### src/rtl/alu_pkg.sv
// Shared definitions for the ALU sequencer slice.
//   - OP_* : 3-bit ALU operation codes (110/111 are unused and yield 0)
//   - state_t : sequencer FSM states, one per cycle of an operation
//   - DEF_W : default datapath width
package alu_pkg;

    localparam int DEF_W = 32;

    localparam logic [2:0] OP_MOV = 3'b000;
    localparam logic [2:0] OP_NOT = 3'b001;
    localparam logic [2:0] OP_ADD = 3'b010;
    localparam logic [2:0] OP_SUB = 3'b011;
    localparam logic [2:0] OP_OR  = 3'b100;
    localparam logic [2:0] OP_AND = 3'b101;

    typedef enum logic [1:0] {
        ST_IDLE  = 2'd0,
        ST_READ  = 2'd1,
        ST_EXEC  = 2'd2,
        ST_WRITE = 2'd3
    } state_t;

endpackage

### src/rtl/alu_core.sv
// Combinational W-bit ALU.
//   a, b : operands
//   op   : operation code (see alu_pkg OP_*)
//   y    : result, modulo 2^W; unused codes give 0
module alu_core
    import alu_pkg::*;
#(
    parameter int W = DEF_W
) (
    input  logic [W-1:0] a,
    input  logic [W-1:0] b,
    input  logic [2:0]   op,
    output logic [W-1:0] y
);

    always_comb begin
        y = '0;
        case (op)
            OP_MOV:  y = a;
            OP_NOT:  y = ~a;
            OP_ADD:  y = a + b;
            OP_SUB:  y = a - b;
            OP_OR:   y = a | b;
            OP_AND:  y = a & b;
            default: y = '0;
        endcase
    end

endmodule

### src/rtl/alu_op_sequencer.sv
// Multi-cycle controller: accepts one register-to-register op, reads two
// operands from an internal register file, runs the ALU, writes back.
//   clk, rst              : clock, synchronous active-high reset
//   req_valid/req_ready   : op handshake (ready only in IDLE)
//   req_op/src1/src2/dst  : op code and register indices, captured at accept
//   ld_en/ld_addr/ld_data : direct register load, honoured only in IDLE
//   done                  : high for the single WRITE cycle
//   result, zero          : registered ALU result and its zero flag
//   busy                  : ~req_ready
module alu_op_sequencer
    import alu_pkg::*;
#(
    parameter int W    = DEF_W,
    parameter int NREG = 8,
    localparam int AW  = $clog2(NREG)
) (
    input  logic          clk,
    input  logic          rst,
    input  logic          req_valid,
    output logic          req_ready,
    input  logic [2:0]    req_op,
    input  logic [AW-1:0] req_src1,
    input  logic [AW-1:0] req_src2,
    input  logic [AW-1:0] req_dst,
    input  logic          ld_en,
    input  logic [AW-1:0] ld_addr,
    input  logic [W-1:0]  ld_data,
    output logic          done,
    output logic [W-1:0]  result,
    output logic          zero,
    output logic          busy
);

    state_t        state_q, state_d;
    logic [2:0]    op_q;
    logic [AW-1:0] src1_q, src2_q, dst_q;
    logic [W-1:0]  a_q, b_q;
    logic [W-1:0]  alu_y;
    logic [W-1:0]  rf [NREG];

    logic accept;
    assign accept = (state_q == ST_IDLE) && req_valid;

    // State register
    always_ff @(posedge clk) begin
        if (rst) state_q <= ST_IDLE;
        else     state_q <= state_d;
    end

    // Next state and Moore outputs
    always_comb begin
        state_d   = state_q;
        req_ready = 1'b0;
        done      = 1'b0;
        case (state_q)
            ST_IDLE: begin
                req_ready = 1'b1;
                if (req_valid) state_d = ST_READ;
            end
            ST_READ:  state_d = ST_EXEC;
            ST_EXEC:  state_d = ST_WRITE;
            ST_WRITE: begin
                done    = 1'b1;
                state_d = ST_IDLE;
            end
            default:  state_d = ST_IDLE;
        endcase
    end

    assign busy = ~req_ready;

    alu_core #(.W(W)) u_alu (
        .a  (a_q),
        .b  (b_q),
        .op (op_q),
        .y  (alu_y)
    );

    // Datapath: request capture, operand latch, result latch
    always_ff @(posedge clk) begin
        if (rst) begin
            op_q   <= '0;
            src1_q <= '0;
            src2_q <= '0;
            dst_q  <= '0;
            a_q    <= '0;
            b_q    <= '0;
            result <= '0;
            zero   <= 1'b0;
        end else begin
            if (accept) begin
                op_q   <= req_op;
                src1_q <= req_src1;
                src2_q <= req_src2;
                dst_q  <= req_dst;
            end
            // Operands are read at the end of READ, so a load issued in the
            // accept cycle (or a write-back from the previous op) is visible.
            if (state_q == ST_READ) begin
                a_q <= rf[src1_q];
                b_q <= rf[src2_q];
            end
            if (state_q == ST_EXEC) begin
                result <= alu_y;
                zero   <= (alu_y == '0);
            end
        end
    end

    // Register file: host load in IDLE, write-back at the close of WRITE.
    // The two never coincide since they live in different states.
    always_ff @(posedge clk) begin
        if (rst) begin
            for (int i = 0; i < NREG; i++) rf[i] <= '0;
        end else if ((state_q == ST_IDLE) && ld_en) begin
            rf[ld_addr] <= ld_data;
        end else if (state_q == ST_WRITE) begin
            rf[dst_q] <= result;
        end
    end

endmodule

### config.mk
export PLATFORM = sky130hd
export DESIGN_NAME = alu_op_sequencer
export DESIGN_NICKNAME = d
export VERILOG_FILES = /design/src/rtl/alu_pkg.sv /design/src/rtl/alu_core.sv /design/src/rtl/alu_op_sequencer.sv
export SDC_FILE = /design/constraint.sdc
export NUM_CORES = 1
export LEC_CHECK = 0
export BUFFER_PORTS_ARGS = -buffer_cell sky130_fd_sc_hd__buf_2
export CELL_PAD_IN_SITES_DETAIL_PLACEMENT = 0
export CELL_PAD_IN_SITES_GLOBAL_PLACEMENT = 1
export CORE_MARGIN = 8
export CORE_UTILIZATION = 40
export DETAILED_ROUTE_END_ITERATION = 6
export PLACE_DENSITY_LB_ADDON = 0.1
export SLEW_MARGIN = 10
export SYNTH_ARGS = -nofsm -noshare
export SYNTH_HDL_FRONTEND = slang
export SYNTH_SLANG_ARGS = --single-unit
### constraint.sdc
create_clock -name clk -period 6 [get_ports clk]
set_input_delay 0.9 -clock clk [delete_from_list [all_inputs] [get_ports clk]]
set_output_delay 0.9 -clock clk [all_outputs]
set_load 0.02 [all_outputs]
==> impl_metrics.py, run 1 <==
metrics = {
    "min_path": {
        "min_delay_worst_endpoint": "dst_q[0]$_SDFFE_PP0P_",
        "holdCritPathClass": "reg -> reg",
        "hold_depth": 2,
        "hold_start": "dst_q[0]$_SDFFE_PP0P_",
    },
    "synthesis": {
        "synth_simple_gate_area_frac": 0.131,
        "ys.flop_type": "edfxtp_1",
        "syn-cell-area_um2": 20300,
        "yosys_warnings": 0,
        "synth_cells": 1812,
        "synth_top_family_by_area": "multiplexers",
        "ys_ff_latch": 367,
        "yosysUniqueCellTypes": 77,
        "synth_compound_area_frac": 0.109,
        "async_flop_share": 0,
        "synth_mux_area_frac": 0.192,
        "synthAdderAreaFrac": 0.0250,
        "syn-mean-instance-area_um2": 11.2,
        "yosysSeqAreaShare": 0.488,
        "synth_nets": 1903,
        "synthXorXnorAreaFrac": 0.0216,
        "synth_edf_count": 256,
    },
    "floorplanning": {
        "rows": 82,
        "die_w_um": 241,
        "dieArea_um2": 58200,
        "initial_core_util": 0.405,
        "die_h_um": 241,
        "pin_count": 87,
        "coreArea_um2": 50200,
    },
    "sta": {
        "timing.final.crit_share": 0.808,
        "tightest_slew_ns": 1.24,
        "timing.final.hold_violations": 0,
        "maxSlewHeadroom": 0.150,
        "grt_setup_unrepaired": "no",
        "fin_tns_setup_ns": 0,
        "drv_slew": 0,
        "setup_violations": 0,
        "period_minus_slack_ns": 4.85,
        "fin_skew_ns": 0.0220,
        "fmax_ghz": 0.206,
    },
    "setup_path": {
        "reg2reg_from": "b_q[6]$_SDFFE_PP0N_",
        "crit_slowest_cell": "or4_4",
        "critPathBufInv": 0,
        "setup.worst_path.end_class": "flip-flop",
        "rr_endpoint": "zero$_SDFFE_PP0P_",
        "crit_fanout": 8,
        "max_stage_delay_ns": 0.56,
        "start_kind": "flip-flop",
        "r2r_cells": 16,
        "arrival_ns": 5.34,
        "critPathRequiredTime_ns": 6.49,
        "cp_top_family": "simple AND/OR/NAND/NOR gates",
        "path_class": "reg -> reg",
        "crit_path_cell_trace": "or4_4, or3_4, nor4_4, nor2_1, xnor2_1, ha_1, nand2_1, o21ai_0, o21bai_1, a31oi_1, xor2_1, a21oi_1, o221ai_1, nor4_1, nand4_1, o31ai_2",
        "rrSetupSlack_ns": 1.15,
    },
    "final_layout": {
        "fin_nets": 1937,
        "fin_area_um2": 22800,
        "drive_above_1_share": 0.191,
        "synthToLayoutAreaGrowth_pct": 12.2,
        "final_cell_mix": "nor2_1 (389), edfxtp_1 (256), mux4_2 (128)",
        "insertedDiodeCount": 0,
        "final_common_cell": "nor2_1",
    },
    "placement": {
        "gp_congestion": 0.878,
        "port_buffers": 86,
        "placed_area_um2": 21400,
        "hpwl_um": 43400,
    },
    "routing": {
        "wl_per_cell_um": 26.1,
        "drtIter0Drc": 1400,
        "wl_um": 66500,
        "vias_per_cell": 5.85,
        "vias": 14900,
        "drc": 0,
        "first_pass_iters": 5,
        "antenna_violating_nets_post_route": 0,
    },
    "global_routing": {
        "overflow": 0,
        "grt_usage": 0.227,
        "first_global_vias": 14600,
        "grt_pass1_wl_um": 97200,
        "grt_max_degree": 98,
        "antenna_found_initial": 0,
    },
    "cts": {
        "cts.sinks": 367,
        "insertion_delay_ns": 0.57,
        "cts_root_buffer": "clkbuf_16",
        "cts_hold_buf": 0,
        "cts_inserted_buffers": 43,
        "cts_max_level": 2,
        "post_cts_resized": 0,
        "post_cts_buffers": 0,
        "clk_path_buf_depth": 3,
        "clk_transition_reported_paths_ns": 0.06,
        "cts_tree": "built",
    },
    "run": {
        "drv_cap": 0,
    },
    "power": {
        "powerDensity_nw_per_um2": 489,
        "power_mw": 11.1,
        "p_leak_nw": 8.25,
        "ir_worst_vdd_uv": 226,
    },
    "outcome": {
        "status": "finished clean",
    },
}
[worst max-delay path by stage]
| stage | slack [ns] | to | cells past startpoint | startpoint |
|---|---|---|---|---|
| 2_1_floorplan | 1.78 | result[28]$_SDFFE_PP0P_ | 17 | op_q[0]$_SDFFE_PP0P_ |
| 3_3_place_gp | 1.37 | zero$_SDFFE_PP0P_ | 19 | b_q[2]$_SDFFE_PP0N_ |
| 3_5_place_dp | 1.29 | zero$_SDFFE_PP0P_ | 19 | b_q[2]$_SDFFE_PP0N_ |
| 4_1_cts | 1.26 | zero$_SDFFE_PP0P_ | 19 | b_q[2]$_SDFFE_PP0N_ |
| 5_1_grt | 0.85 | zero$_SDFFE_PP0P_ | 19 | b_q[2]$_SDFFE_PP0N_ |
| 6_report | 1.15 | zero$_SDFFE_PP0P_ | 16 | b_q[6]$_SDFFE_PP0N_ |
[per-stage QoR]
step,utilization,worst slack (ns),hold slack (ns),cells
after global routing,0.454,0.848,0.507,2551
after CTS,0.454,1.26,0.473,2551
after global placement,0.426,1.37,0.460,2473
after floorplan,-,1.78,0.450,1812
after detailed placement,0.426,1.29,0.465,2473
final,0.454,1.15,0.470,2551
[routing by layer]
| layer | global-route usage | routed length [µm] | up-vias |
|---|---|---|---|
| li1 | - | - | 6853 |
| met1 | 0.319 | 29600 | 7444 |
| met2 | 0.349 | 30100 | 515 |
| met3 | 0.0431 | 4950 | 109 |
| met4 | 0.0758 | 1940 | 0 |
| met5 | 0 | 0 | - |
[flip-flops by register name (all words and copies together) (netlist names)]
register and count:
zero 1, state_q 2, b_q 32, a_q 32, result 32, src2_q 3, src1_q 3, op_q 3
dst_q 3, rf 256
[power by group]
| part | switching, mW | leakage (nW) | internal (mW) |
|---|---|---|---|
| clock | 1.09 | 0.682 | 1.55 |
| sequential | 0.576 | 3.56 | 3.13 |
| combinational | 2.94 | 4.00 | 1.86 |
| total | 4.60 | 8.25 | 6.54 |
[layout make-up]
cell class | count | area (µm²)
Timing Repair Buffer | 126 | 758
Sequential cell | 367 | 9920
Fill cell | 4687 | 27400
Inverter | 22 | 82.6
Tap cell | 672 | 841
Multi-Input combinational cell | 1286 | 9770
Clock buffer | 61 | 1220
Clock inverter | 17 | 179
[synthesized netlist by cell type, types with 14 or more instances]
library cell / n / area (µm²)
nor2_1: 390 / 1460
edfxtp_1: 256 / 7690
nand2_1: 136 / 510
mux4_2: 128 / 2880
dfxtp_1: 111 / 2220
clkbuf_1: 105 / 394
mux2i_1: 100 / 1000
a211oi_1: 90 / 676
a21oi_1: 89 / 445
o21ai_0: 57 / 285
ha_1: 39 / 488
xor2_1: 27 / 236
nand3_1: 25 / 125
buf_1: 24 / 90.1
xnor2_1: 23 / 201
o211ai_1: 22 / 165
inv_1: 20 / 75.1
nor3_1: 16 / 80.1
a31oi_1: 14 / 87.6
[kinds of logic after synthesis]
logic type	count (synthesis)
AO/OA/AOI/OAI	337
XOR/XNOR	50
adder cells (fa/ha/maj)	40
buffers and inverters	159
flip-flops	367
multiplexers	230
AND/OR/NAND/NOR	629
[tightest hold or removal path: stages, from the launching register on]
cell and delay [ns]:
dfxtp_1 0.32, nand2_1 0.05, a21oi_1 0.05
Power figures use the tool's default switching activity.
==> inputs of run 2 (changes only) <==
==> constraint.sdc (replaced) <==
create_clock -name clk -period 4 [get_ports clk]
set_input_delay 0.6 -clock clk [delete_from_list [all_inputs] [get_ports clk]]
set_output_delay 0.6 -clock clk [all_outputs]
set_load 0.02 [all_outputs]
==> impl_metrics.py, run 2 (same netlist as run 1, synthesis figures left out) <==
metrics = {
    "setup_path": {
        "startpoint": "b_q[7]$_SDFFE_PP0N_",
        "setup.worst_path.end_class": "flip-flop",
        "path_depth": 17,
        "start_kind": "flip-flop",
        "arrival_ns": 4.62,
        "crit_fanout": 5,
        "crit_path_cell_trace": "or4_4, or3_4, nor4_4, buf_4, nand3b_4, o31ai_4, xor2_1, ha_4, buf_6, a211oi_4, o21ai_2, a21o_1, a2111oi_2, mux2_1, o32a_1, nand3_2, o31ai_2",
        "r2r_cells": 17,
        "reg2reg_from": "b_q[7]$_SDFFE_PP0N_",
        "path_class": "reg -> reg",
        "cp_top_family": "compound AO/OA/AOI/OAI gates",
        "crit_slowest_cell": "or4_4",
        "critPathBufInv": 2,
        "max_stage_delay_ns": 0.53,
        "critPathRequiredTime_ns": 4.48,
    },
    "final_layout": {
        "final_cell_mix": "nor2_1 (386), edfxtp_1 (256), buf_4 (190)",
        "insertedDiodeCount": 0,
        "synthToLayoutAreaGrowth_pct": 20.3,
        "top_register": "rf",
        "fin_nets": 2098,
        "drive_above_1_share": 0.282,
        "final_cells": 2712,
        "largest_reg_flops": 256,
        "final_common_cell": "nor2_1",
    },
    "sta": {
        "fmax_ghz": 0.242,
        "drv_slew": 0,
        "grt_setup_unrepaired": "yes",
        "fin_tns_setup_ns": -0.267,
        "fin_skew_ns": 0.0145,
        "setup_violations": 3,
        "fin_ws_ns": -0.134,
        "timing.final.hold_violations": 0,
        "tightest_slew_ns": 1.05,
        "timing.final.crit_share": 1.03,
        "maxSlewHeadroom": 0.277,
        "period_minus_slack_ns": 4.13,
    },
    "cts": {
        "cts_root_buffer": "clkbuf_16",
        "cts.sinks": 367,
        "cts_tree": "built",
        "cts_inserted_buffers": 43,
        "clk_path_buf_depth": 3,
        "cts_hold_buf": 0,
        "insertion_delay_ns": 0.58,
        "clk_transition_reported_paths_ns": 0.06,
        "cts_max_level": 2,
    },
    "global_routing": {
        "grt_pass1_wl_um": 98200,
        "first_global_vias": 15300,
        "grt_usage": 0.227,
        "grt_max_degree": 82,
        "antenna_found_initial": 1,
        "overflow": 0,
    },
    "outcome": {
        "status": "finished, violations left",
        "violations": "negative setup slack",
    },
    "placement": {
        "pre_cts_ws_ns": -0.270,
        "gp_congestion": 0.891,
        "hpwl_um": 45100,
        "dpl.cell_count": 2627,
        "port_buffers": 86,
    },
    "min_path": {
        "holdCritPathClass": "in -> reg",
        "hold_start": "req_src1[0]",
        "hold_depth": 3,
    },
    "routing": {
        "wl_um": 67000,
        "antenna_violating_nets_post_route": 0,
        "wl_per_cell_um": 24.7,
        "first_pass_iters": 7,
        "drc": 0,
        "vias": 15500,
        "vias_per_cell": 5.71,
        "drtIter0Drc": 1401,
    },
    "run": {
        "drv_cap": 0,
    },
    "power": {
        "ir_worst_vdd_uv": 460,
        "p_leak_nw": 9.10,
        "powerDensity_nw_per_um2": 774,
    },
    "floorplanning": {
        "die_h_um": 241,
        "rows": 82,
        "coreArea_um2": 50200,
        "dieArea_um2": 58200,
        "die_w_um": 241,
        "initial_core_util": 0.405,
        "pin_count": 87,
    },
}
[run 2: changes by cell type in the layout (fill, tap and decap cells not counted), sizes merged]
cell      before  now
clkinv        13   17
clkbuf        61   55
inv           21   25
buf          126  287
clkinvlp       2    0
[run 2: final cells by class]
| class | count | area (µm²) |
|---|---|---|
| Inverter | 22 | 82.6 |
| Timing Repair Buffer | 287 | 2070 |
| Sequential cell | 367 | 9920 |
| Multi-Input combinational cell | 1286 | 10100 |
| Clock inverter | 23 | 223 |
| Fill cell | 4595 | 25700 |
| Tap cell | 672 | 841 |
| Clock buffer | 55 | 1180 |
[run 2: through the flow]
step | hold WS (ns) | area (µm²) | utilization | power, mW
global placement | 0.490 | 22700 | 0.452 | 14.5
detailed placement | 0.493 | 22700 | 0.452 | 14.4
finish | 0.254 | 24400 | 0.487 | 18.9
floorplan | 0.450 | 20300 | - | 10.7
CTS | 0.219 | 24200 | 0.482 | 18.7
global route | 0.244 | 24400 | 0.487 | 20.0
[run 2: worst min-delay path, delay by kind of cell]
kind                   cells  cell delay, ns
and+or+nand+nor            1            0.05
buffers and inverters      1            0.10
AOI/OAI and AO/OA          1            0.05
[run 2: worst paths after layout]
path                                          endpoint  slack (ns)
worst min-delay path            src1_q[0]$_SDFFE_PP0P_        0.25
worst max register to register       zero$_SDFFE_PP0P_       -0.13
worst max-delay path                 zero$_SDFFE_PP0P_       -0.13
worst min register to register   dst_q[1]$_SDFFE_PP0P_        0.51
[run 2: layer usage]
| layer | global-route usage | vias to the layer above | wire length, µm |
|---|---|---|---|
| met2 | 0.358 | 518 | 30600 |
| met5 | 0 | - | 0 |
| met4 | 0.0592 | 0 | 1480 |
| li1 | - | 7167 | - |
| met1 | 0.316 | 7713 | 29500 |
| met3 | 0.0488 | 81 | 5420 |
[run 2: power breakdown]
part	switching (mW)	internal [mW]	leakage (nW)
registers	0.815	4.69	3.56
logic	5.09	4.35	4.84
clock network	1.65	2.30	0.694
[run 2: what timing repair did]
action / 4_1_cts / 5_1_grt
gates resized for setup: 29 / 41
pin swaps: 15 / 29
hold endpoints to repair: 0 / 0
endpoints found under the setup margin: 4 / 11
setup buffers: 3 / 4
==> inputs of run 3 (changes only) <==
--- a/config.mk
+++ b/config.mk
@@ -16,3 +16,4 @@
 export SYNTH_ARGS = -nofsm -noshare
 export SYNTH_HDL_FRONTEND = slang
 export SYNTH_SLANG_ARGS = --single-unit
+export TNS_END_PERCENT = 5
==> impl_metrics.py, run 3 (same netlist as run 1, synthesis figures left out) <==
metrics = {
    "outcome": {
        "status": "finished, violations left",
        "violations": "negative setup slack",
    },
    "sta": {
        "hold_slack_ns": 0.255,
        "fin_skew_ns": 0.0141,
        "period_minus_slack_ns": 4.20,
        "timing.final.crit_share": 1.05,
        "timing.final.hold_violations": 0,
        "tightest_slew_ns": 1.05,
        "maxSlewHeadroom": 0.279,
        "fin_ws_ns": -0.199,
        "setup_violations": 3,
        "drv_slew": 0,
        "fmax_ghz": 0.238,
        "fin_tns_setup_ns": -0.413,
        "grt_setup_unrepaired": "yes",
    },
    "cts": {
        "cts_tree": "built",
        "insertion_delay_ns": 0.57,
        "cts_hold_buf": 0,
        "clk_path_buf_depth": 3,
        "cts.sinks": 367,
        "cts_root_buffer": "clkbuf_16",
        "clk_transition_reported_paths_ns": 0.06,
        "cts_max_level": 2,
        "cts_inserted_buffers": 43,
    },
    "routing": {
        "wl_um": 66900,
        "first_pass_iters": 7,
        "vias_per_cell": 5.70,
        "drtIter0Drc": 1485,
        "antenna_violating_nets_post_route": 0,
        "wl_per_cell_um": 24.7,
        "vias": 15400,
        "drc": 0,
    },
    "setup_path": {
        "reg2reg_from": "b_q[7]$_SDFFE_PP0N_",
        "arrival_ns": 4.69,
        "crit_path_cell_trace": "or4_4, or3_4, nor4_4, buf_4, nand3b_4, o31ai_4, xor2_1, ha_2, buf_4, a211oi_4, o21ai_2, a21o_1, a221oi_2, a21oi_1, o32a_1, a211oi_2",
        "critPathRequiredTime_ns": 4.49,
        "start_kind": "flip-flop",
        "rrSetupSlack_ns": -0.20,
        "r2r_cells": 16,
        "path_class": "reg -> reg",
        "crit_top_cell": "buf_4",
        "crit_fanout": 4,
        "setup.worst_path.end_class": "flip-flop",
        "max_stage_delay_ns": 0.53,
        "crit_slowest_cell": "or4_4",
        "rr_endpoint": "result[28]$_SDFFE_PP0P_",
    },
    "placement": {
        "pre_cts_ws_ns": -0.270,
        "port_buffers": 86,
        "gp_congestion": 0.891,
        "hpwl_um": 45100,
        "dpl.cell_count": 2627,
    },
    "final_layout": {
        "final_common_cell": "nor2_1",
        "fillers": 4602,
        "top_register": "rf",
        "final_cells": 2708,
        "fin_nets": 2094,
        "drive_above_1_share": 0.274,
        "largest_reg_flops": 256,
        "final_cell_mix": "nor2_1 (386), edfxtp_1 (256), buf_4 (188)",
        "synthToLayoutAreaGrowth_pct": 19.7,
        "insertedDiodeCount": 0,
    },
    "min_path": {
        "min_delay_worst_endpoint": "src1_q[0]$_SDFFE_PP0P_",
        "hold_depth": 3,
        "holdCritPathClass": "in -> reg",
        "hold_start": "req_src1[0]",
    },
    "global_routing": {
        "antenna_found_initial": 1,
        "first_global_vias": 15300,
        "overflow": 0,
        "grt_usage": 0.227,
        "grt_pass1_wl_um": 98000,
        "grt_max_degree": 82,
    },
    "floorplanning": {
        "coreArea_um2": 50200,
        "die_w_um": 241,
        "initial_core_util": 0.405,
        "rows": 82,
        "dieArea_um2": 58200,
        "pin_count": 87,
        "die_h_um": 241,
    },
    "run": {
        "drv_cap": 0,
    },
    "power": {
        "power_mw": 18.8,
        "powerDensity_nw_per_um2": 772,
        "ir_worst_vdd_uv": 463,
        "p_leak_nw": 9.08,
    },
}
run 3: what timing repair did:
item	4_1_cts	5_1_grt
buffers inserted	0	3
endpoints found under the hold margin	0	0
pin swaps	8	10
resized for setup	18	31
setup endpoints to repair	4	11
run 3: routing by layer:
metal,global-route usage,wire [µm]
met1,0.315,30100
met2,0.358,30500
met3,0.0491,4900
met4,0.0581,1450
met5,0,0
run 3: report_power, final:
group,switching [mW],internal [mW],leakage (nW)
combinational,5.03,4.28,4.82
clock,1.65,2.30,0.694
sequential,0.814,4.69,3.56
run 3: worst max path at each step:
| stage | from | endpoint | slack, ns | cells after the start |
|---|---|---|---|---|
| 6_report | b_q[7]$_SDFFE_PP0N_ | result[28]$_SDFFE_PP0P_ | -0.20 | 16 |
| 3_3_place_gp | op_q[1]$_SDFFE_PP0P_ | zero$_SDFFE_PP0P_ | -0.18 | 17 |
| 2_1_floorplan | b_q[7]$_SDFFE_PP0N_ | zero$_SDFFE_PP0P_ | -0.04 | 18 |
| 5_1_grt | b_q[7]$_SDFFE_PP0N_ | result[28]$_SDFFE_PP0P_ | -0.37 | 16 |
| 4_1_cts | b_q[7]$_SDFFE_PP0N_ | result[28]$_SDFFE_PP0P_ | -0.16 | 16 |
| 3_5_place_dp | b_q[7]$_SDFFE_PP0N_ | zero$_SDFFE_PP0P_ | -0.27 | 17 |
run 3: final cells by class:
| class | instances | area (µm²) | area share |
|---|---|---|---|
| clock inverter | 23 | 223 | 0.00916 |
| timing repair buffer | 283 | 2040 | 0.0838 |
| inverter | 22 | 82.6 | 0.00340 |
| tap | 672 | 841 | 0.0346 |
| clock buffer | 55 | 1180 | 0.0486 |
| multi-input combinational | 1286 | 10000 | 0.412 |
| sequential | 367 | 9920 | 0.408 |
run 3: worst max-delay path, delay by kind of cell, from the launching register on:
family          cells  cell delay, ns
flops               1            0.30
buf+inv             2            0.34
compound gates      8            1.74
simple gates        4            1.23
fa+ha+maj           1            0.32
xor+xnor            1            0.17
run 3: stage by stage:
stage | util | area (µm²)
finish | 0.484 | 24300
global route | 0.484 | 24300
floorplan | - | 20300
CTS | 0.481 | 24100
global placement | 0.452 | 22700
detailed placement | 0.452 | 22700
